`src/rtl/alu_pkg.sv`:
```
// alu_pkg: shared ALU opcode type, opcode values and result-flag bit positions.
package alu_pkg;
    typedef logic [2:0] alu_op_t;
    localparam alu_op_t OP_ADD = 3'b000;
    localparam alu_op_t OP_SUB = 3'b001;
    localparam alu_op_t OP_INC = 3'b010;
    localparam alu_op_t OP_DEC = 3'b011;
    localparam alu_op_t OP_AND = 3'b100;
    localparam alu_op_t OP_OR  = 3'b101;
    localparam alu_op_t OP_XOR = 3'b110;
    localparam alu_op_t OP_NOT = 3'b111;
    localparam int FLAG_ZERO = 0;
    localparam int FLAG_NEG  = 1;
    localparam int FLAG_PAR  = 2;
endpackage

```
`src/rtl/alu_result_fifo_if.sv`:
```
// alu_result_fifo_if: producer/consumer handshake bundle of the ALU result FIFO.
interface alu_result_fifo_if
    import alu_pkg::*;
#(
    parameter int WIDTH = 8,
    parameter int DEPTH = 4
);
    logic                   in_valid;
    logic                   in_ready;
    logic [WIDTH-1:0]       in_F;
    alu_op_t                in_op;
    logic                   out_valid;
    logic                   out_ready;
    logic [WIDTH-1:0]       out_F;
    alu_op_t                out_op;
    logic [2:0]             out_flags;
    logic [$clog2(DEPTH):0] count;
    modport master (
        output in_valid, in_F, in_op, out_ready,
        input  in_ready, out_valid, out_F, out_op, out_flags, count
    );
    modport slave (
        input  in_valid, in_F, in_op, out_ready,
        output in_ready, out_valid, out_F, out_op, out_flags, count
    );
endinterface

```
`src/rtl/alu_flag_gen.sv`:
```
// alu_flag_gen: zero/negative/parity flags of an ALU result.
module alu_flag_gen
    import alu_pkg::*;
#(
    parameter int WIDTH = 8
) (
    input  logic [WIDTH-1:0] f,
    output logic [2:0]       flags
);
    assign flags[FLAG_ZERO] = f == '0;
    assign flags[FLAG_NEG]  = f[WIDTH-1];
    assign flags[FLAG_PAR]  = ^f;
endmodule

```
`src/rtl/alu_result_fifo.sv`:
```
// alu_result_fifo: first-word fall-through FIFO buffering ALU results and opcodes.
// Define ALU_RESULT_FLAGS_EN to store and present {parity,neg,zero} per entry.
module alu_result_fifo
    import alu_pkg::*;
#(
    parameter int WIDTH = 8,
    parameter int DEPTH = 4
) (
    input logic              clk,
    input logic              rst_n,
    alu_result_fifo_if.slave bus
);
    localparam int AW = $clog2(DEPTH);
`ifdef ALU_RESULT_FLAGS_EN
    localparam int EW = WIDTH + 6;
`else
    localparam int EW = WIDTH + 3;
`endif
    localparam logic [AW:0] FULL_CNT = (AW+1)'(DEPTH);
    logic [EW-1:0] mem [DEPTH];
    logic [EW-1:0] wdata, head, head_q;
    logic [AW-1:0] wr_ptr, rd_ptr, nxt_rd;
    logic [AW:0]   count_q, nxt_count;
    logic          push, pop;
`ifdef ALU_RESULT_FLAGS_EN
    logic [2:0] in_flags;
    alu_flag_gen #(.WIDTH(WIDTH)) u_flag_gen (.f(bus.in_F), .flags(in_flags));
    assign wdata         = {in_flags, bus.in_op, bus.in_F};
    assign bus.out_flags = head_q[WIDTH+3 +: 3];
`else
    assign wdata         = {bus.in_op, bus.in_F};
    assign bus.out_flags = '0;
`endif
    assign bus.in_ready  = count_q != FULL_CNT;
    assign bus.out_valid = count_q != '0;
    assign bus.out_F     = head_q[WIDTH-1:0];
    assign bus.out_op    = head_q[WIDTH +: 3];
    assign bus.count     = count_q;
    assign push      = bus.in_valid && bus.in_ready;
    assign pop       = bus.out_valid && bus.out_ready;
    assign nxt_rd    = pop ? rd_ptr + AW'(1) : rd_ptr;
    assign nxt_count = count_q + (AW+1)'(push) - (AW+1)'(pop);
    // The next head is the incoming word when it lands in the slot about to be read.
    assign head = (push && wr_ptr == nxt_rd) ? wdata : mem[nxt_rd];
    always_ff @(posedge clk)
        if (push) mem[wr_ptr] <= wdata;
    // Output register holds the last popped entry once the FIFO drains.
    always_ff @(posedge clk or negedge rst_n)
        if (!rst_n) begin
            wr_ptr  <= '0;
            rd_ptr  <= '0;
            count_q <= '0;
            head_q  <= '0;
        end else begin
            wr_ptr  <= push ? wr_ptr + AW'(1) : wr_ptr;
            rd_ptr  <= nxt_rd;
            count_q <= nxt_count;
            if (nxt_count != '0) head_q <= head;
        end
endmodule
```
`src/flat_wrapper.sv`:
```
// flat-port wrapper written by rule: the top's interface ports become plain ports
module alu_result_fifo_flat import alu_pkg::*;
#(
    parameter int WIDTH = 8,
    parameter int DEPTH = 4
)
  (clk, rst_n, bus_in_valid, bus_in_F, bus_in_op, bus_out_ready, bus_in_ready, bus_out_valid, bus_out_F, bus_out_op, bus_out_flags, bus_count);
  alu_result_fifo_if #(.WIDTH(WIDTH), .DEPTH(DEPTH)) bus_i ();
  input logic clk;
  input logic rst_n;
  input wire logic [$bits(bus_i.in_valid)-1:0] bus_in_valid;
  input wire logic [$bits(bus_i.in_F)-1:0] bus_in_F;
  input wire logic [$bits(bus_i.in_op)-1:0] bus_in_op;
  input wire logic [$bits(bus_i.out_ready)-1:0] bus_out_ready;
  output wire logic [$bits(bus_i.in_ready)-1:0] bus_in_ready;
  output wire logic [$bits(bus_i.out_valid)-1:0] bus_out_valid;
  output wire logic [$bits(bus_i.out_F)-1:0] bus_out_F;
  output wire logic [$bits(bus_i.out_op)-1:0] bus_out_op;
  output wire logic [$bits(bus_i.out_flags)-1:0] bus_out_flags;
  output wire logic [$bits(bus_i.count)-1:0] bus_count;
  assign bus_i.in_valid = bus_in_valid;
  assign bus_i.in_F = bus_in_F;
  assign bus_i.in_op = bus_in_op;
  assign bus_i.out_ready = bus_out_ready;
  assign bus_in_ready = bus_i.in_ready;
  assign bus_out_valid = bus_i.out_valid;
  assign bus_out_F = bus_i.out_F;
  assign bus_out_op = bus_i.out_op;
  assign bus_out_flags = bus_i.out_flags;
  assign bus_count = bus_i.count;
  alu_result_fifo #(.WIDTH(WIDTH), .DEPTH(DEPTH)) u_core (.clk(clk), .rst_n(rst_n), .bus(bus_i));
endmodule
```
`config.mk`:
```
export PLATFORM = sky130hd
export DESIGN_NAME = alu_result_fifo_flat
export DESIGN_NICKNAME = d
export VERILOG_FILES = /design/src/rtl/alu_pkg.sv /design/src/rtl/alu_result_fifo_if.sv /design/src/rtl/alu_flag_gen.sv /design/src/rtl/alu_result_fifo.sv /design/src/flat_wrapper.sv
export SDC_FILE = /design/constraint.sdc
export NUM_CORES = 1
export LEC_CHECK = 0
export CELL_PAD_IN_SITES_DETAIL_PLACEMENT = 0
export CELL_PAD_IN_SITES_GLOBAL_PLACEMENT = 2
export CORE_ASPECT_RATIO = 0.6
export CORE_MARGIN = 2
export CORE_UTILIZATION = 30
export CTS_BUF_LIST = sky130_fd_sc_hd__clkbuf_4 sky130_fd_sc_hd__clkbuf_8
export CTS_CLUSTER_DIAMETER = 150
export CTS_CLUSTER_SIZE = 25
export DETAILED_ROUTE_END_ITERATION = 6
export PLACE_DENSITY_LB_ADDON = 0.1
export SLEW_MARGIN = 5
export SYNTH_ARGS = -nofsm -noshare
export SYNTH_HDL_FRONTEND = slang
export SYNTH_SLANG_ARGS = --single-unit
```
`constraint.sdc`:
```
create_clock -name clk -period 5.4 [get_ports clk]
set_input_delay 1.08 -clock clk [delete_from_list [all_inputs] [get_ports clk]]
set_output_delay 1.08 -clock clk [all_outputs]
set_load 0.05 [all_outputs]
```
======== After elaboration in Yosys (flattened, before gate mapping) ========
Memories as Yosys holds them, arrays and structs flattened. A register that Yosys moved wholly into a read port is not among the register bits.
Cells that the tools add are included.
storage, ports and cells
  register bits ........................... 7
  memory bits (writable) .................. 44
  input port bits ......................... 15
  output and inout port bits .............. 19
  word-level logic and storage cells ...... 17
  memories kept ........................... 1
memory list
  memory      words  width  rd ports  clocked after memory_dff  wr ports  RTL line               text
  u_core.mem  4      11     1         1                         1         alu_result_fifo.sv:20  logic [EW-1:0] mem [DEPTH];
cells by class
  add/sub/neg operators ................... 4
  eq/ne operators ......................... 1
  muxes and demuxes ....................... 3
  reductions and logical operators ........ 5
operators with widths
  cell                 number
  $reduce_bool 3->1    2
  $add 2x1->2 const B  2
  $add 3x1->3          1
  $ne 3x3->1 const B   1
  $sub 3x1->3          1
  $logic_and 1x1->1    2
  $mux 1               2
  $mux 2               1
  $logic_not 1->1      1

======== Longest topological paths before layout ========
  depth in word-level cells ............... 5
  gate-level depth with buffers ........... 14
  gate-level depth less buffers ........... 11

======== Least setup slack after synthesis ========
OpenSTA, ideal clock, no wires.
  kind .................................... input to register
  from .................................... input port bus_out_ready
  to ...................................... register u_core.head_q[0] (read register of u_core.mem)
  arrival ................................. 3491 ps
  data required time ...................... 5259 ps
  setup slack ............................. 1768 ps
  stages .................................. 14
  cell sequence ........................... o31ai_4 > inv_2 > buf_2 > buf_1 > ha_1 > inv_1 > ha_1 > fa_1 > xor2_1 > xnor2_1 > or3_1 > clkbuf_1 > nor2_1 > a31oi_1
on the way
  longest elaborated chain between the ends .. 3
  elaborated cells on any way between the ends .. 4
  classes of those cells .................. add/sub: 1; mux: 1; reduce/logical: 2
ends and longest elaborated chain
  element                  RTL line               text
  start: declaration       flat_wrapper.sv:14     input wire logic [$bits(bus_i.out_ready)-1:0] bus_out_ready;
  $logic_and 1x1->1        alu_result_fifo.sv:40  assign pop = bus.out_valid && bus.out_ready;
  $sub 3x1->3              alu_result_fifo.sv:42  assign nxt_count = count_q + (AW+1)'(push) - (AW+1)'(pop);
  net u_core.nxt_count[2]  alu_result_fifo.sv:23  logic [AW:0] count_q, nxt_count;
  $reduce_bool 3->1        alu_result_fifo.sv:58  if (nxt_count != '0) head_q <= head;
  end: declaration         alu_result_fifo.sv:21  logic [EW-1:0] wdata, head, head_q;
The timed path passes the listed nets, and every way through them passes these cells.
A chain may end at the register's enable or synchronous reset.

======== Worst setup path in the final report ========
  from .................................... input port bus_out_ready
  to ...................................... register u_core.head_q[4] (read register of u_core.mem)
The elaborated chain is that of the path after synthesis.

==> impl_metrics.yaml <==
clocking:
  clk_pin_slew_worst_paths_ns: 0.07
  post_cts_resized: 0
  holdBufCountCts: 0
  cts_buffers: 9
  post_cts_buffers: 0
  cts_tree: "built"
  clock_insertion_delay_worst_skew_ns: 0.33
  clkSinkCount: 62
  root_buffer: "clkbuf_8"
  htreeDepth: 3
  cts_max_path_buffers: 2
placement:
  dp_cells: 406
  placed_area_mm2: 0.00345
  numPortBuffers: 30
  hpwl_mm: 4.62
  dp_slack_ns: 1.46
  gp_congestion: 0.710
global_route:
  grt_max_degree: 46
  grt_pass1_vias: 1943
  grt.overflow.total: 0
  grt_pass1_wl_mm: 11.5
  antenna_found_initial: 0
  grtUsageTotal_pct: 14.6
floorplan:
  die_w_um: 134
  die_y_um: 82.1
  initial_core_util_pct: 30.9
  core_mm2: 0.00988
  io_pins: 34
  rows: 28
  die-area_mm2: 0.0110
timing:
  rsz0062_at_grt: "false"
  fin_setup_tns_ns: 0
  setup_viol: 0
  max_slew_margin_pct: 40.5
  worst_pin_slew_ns: 0.893
  max_freq_ghz: 0.282
  layout_setup_ws_ns: 1.86
  period_share_pct: 65.6
  clock_skew_ns: 0.00681
  report.final.slew_viol_count: 0
  finalHoldViolCount: 0
  min_period_ns: 3.54
cells_and_area:
  fin_cells: 422
  layout_commonest_cell: "edfxtp_1"
  layout_common_cells: "edfxtp_1, clkdlybuf4s50_1, nand2_1"
  drive_gt1_share_pct: 8.01
  stdcell_area_mm2: 0.00361
  antenna_cells: 0
  area_growth_pct: 18.4
  nNetsFinal: 304
logic_synthesis:
  synth_cells: 259
  synth_area_per_cell_um2: 11.8
  yosysWarnings: 0
  ys_types: 33
  synth_area_leaders: "edfxtp_1, dfrtp_1, nor3_1"
  seq_area_frac_synth_pct: 58.1
  yosysTopAreaCell: "edfxtp_1"
  synth_ff_type: "edfxtp_1"
  netlist_area_mm2: 0.00305
  synth_top_area_share_pct: 43.3
  async_reset_ff_share_pct: 29.0
  ys_ff_latch: 62
  synth_edf_count: 44
routing:
  wl_mm: 7.41
  first_iter_violations: 126
  route.detailed.drc: 0
  routedWlPerCell_um: 17.6
  final_antenna_net_count: 0
  via_count: 2101
  viasPerCell: 4.98
  dr.pass1.iters: 4
critical_path:
  cp.required_ns: 5.58
  crit_path_start_kind: "input pin"
  crit_buf_inv: 3
  path_max_fanout: 22
  worst_ep_arrival_time_ns: 3.72
  regToRegSetupSlack_ns: 2.18
  crit_chain: "clkdlybuf4s50_1 > o31ai_4 > inv_2 > ha_1 > inv_1 > ha_1 > fa_1 > xor2_1 > xnor2_1 > or3_1 > nor2_1 > a31oi_1"
  end_kind: "flip-flop"
  cp_slowest_cell: "or3_1"
  critPathMaxStageDelay_ns: 0.61
  critPathMostFrequentCell: "ha_1"
  crit_type: "in -> reg"
  crit_family: "adder cells"
flow_run:
  cap_violations: 0
power_and_ir_drop:
  p_sw_uw: 1020
  swShare_pct: 44.6
  seq_power_share_pct: 34.8
  p_int_uw: 1260
  peakVddDrop_v: 0.000181
  leakagePower_uw: 0.00127
  p_clk_share_pct: 15.2
  comb_power_share_pct: 50.0
  p_per_area_mw_per_mm2: 632
status:
  status: "completed"
hold_path:
  hold_path.class: "reg -> reg"
[kinds of logic (layout without fill, tap and decap cells)]
group	count (synthesis)	in the layout	share of synthesized area, %
and+or+nand+nor	81	81	13.8
DFF	62	62	58.1
AOI/OAI and AO/OA	59	59	14.9
buffers and inverters	32	58	4.64
muxes	11	11	3.61
adders and majority gates	7	7	3.12
xor gates and xnor gates	6	6	1.72
other	1	3	0.123
[area by class of cell]
cell class                 count  area (um^2)
fill                        1009         6270
sequential                    62         1770
clock buffer                  12          146
clock inverter                 4         16.3
tap                          135          169
multi-input combinational    167         1140
timing repair buffer          35          338
inverter                       7         26.3
[sequential cells by signal, indices dropped and copies added (netlist names)]
name / cells
u_core.mem: 44
u_core.head_q: 11
u_core.bus.count: 3
u_core.rd_ptr: 2
u_core.wr_ptr: 2
[synth_stat cells, types with 2 or more instances]
cell,n
o311a_1,11
nor3b_1,11
inv_1,6
nor3_1,23
o211ai_1,11
and3_1,4
clkbuf_1,16
xor2_1,2
mux2i_1,11
o21ai_0,12
a31oi_1,11
or3_1,2
nor2_1,11
buf_1,2
buf_4,5
ha_1,6
edfxtp_1,44
buf_2,2
xnor2_1,4
nand2_1,25
dfrtp_1,18
a211oi_1,11
[power groups by stage]
stage	logic (uW)	clock network, uW	registers, uW
global placement	1160	0	810
finish	1140	347	794
floorplan	692	0	937
detailed placement	1160	0	809
CTS	1160	362	800
global route	1250	387	815
[stage by stage]
step / total power, uW / hold WS (ns) / utilization (%)
2_1_floorplan: 1630 / 0.611 / -
3_3_place_gp: 1970 / 0.560 / 34.9
3_5_place_dp: 1970 / 0.565 / 34.9
4_1_cts: 2320 / 0.574 / 36.6
5_1_grt: 2450 / 0.590 / 36.6
6_report: 2280 / 0.566 / 36.6
[path summary, 6_finish.rpt]
path | from | to | depth (start not counted)
worst max-delay path | bus_out_ready | u_core.head_q[4] | 12
worst min-delay path | u_core.head_q[2] | u_core.head_q[2] | 2
worst max register to register | u_core.bus.count[1] | u_core.head_q[4] | 9
worst min register to register | u_core.head_q[2] | u_core.head_q[2] | 2
max in group asynchronous | rst_n | u_core.bus.count[2] | 1
min in group asynchronous | rst_n | u_core.bus.count[0] | 1
[metal layers]
metal / share of wire [%] / track usage, % / vias up
met5: 0 / 0 / -
met4: 1.0 / 4.42 / 0
met3: 4.0 / 4.88 / 6
met2: 43 / 22.0 / 44
met1: 52 / 20.0 / 1029
li1: - / - / 1022
[worst min-delay path, delay by kind of cell (launching register included)]
kind            cells  cell delay (ns)
flops               1             0.38
simple gates        1             0.10
compound gates      1             0.04
Note: power is estimated with default switching activity, not from simulation.
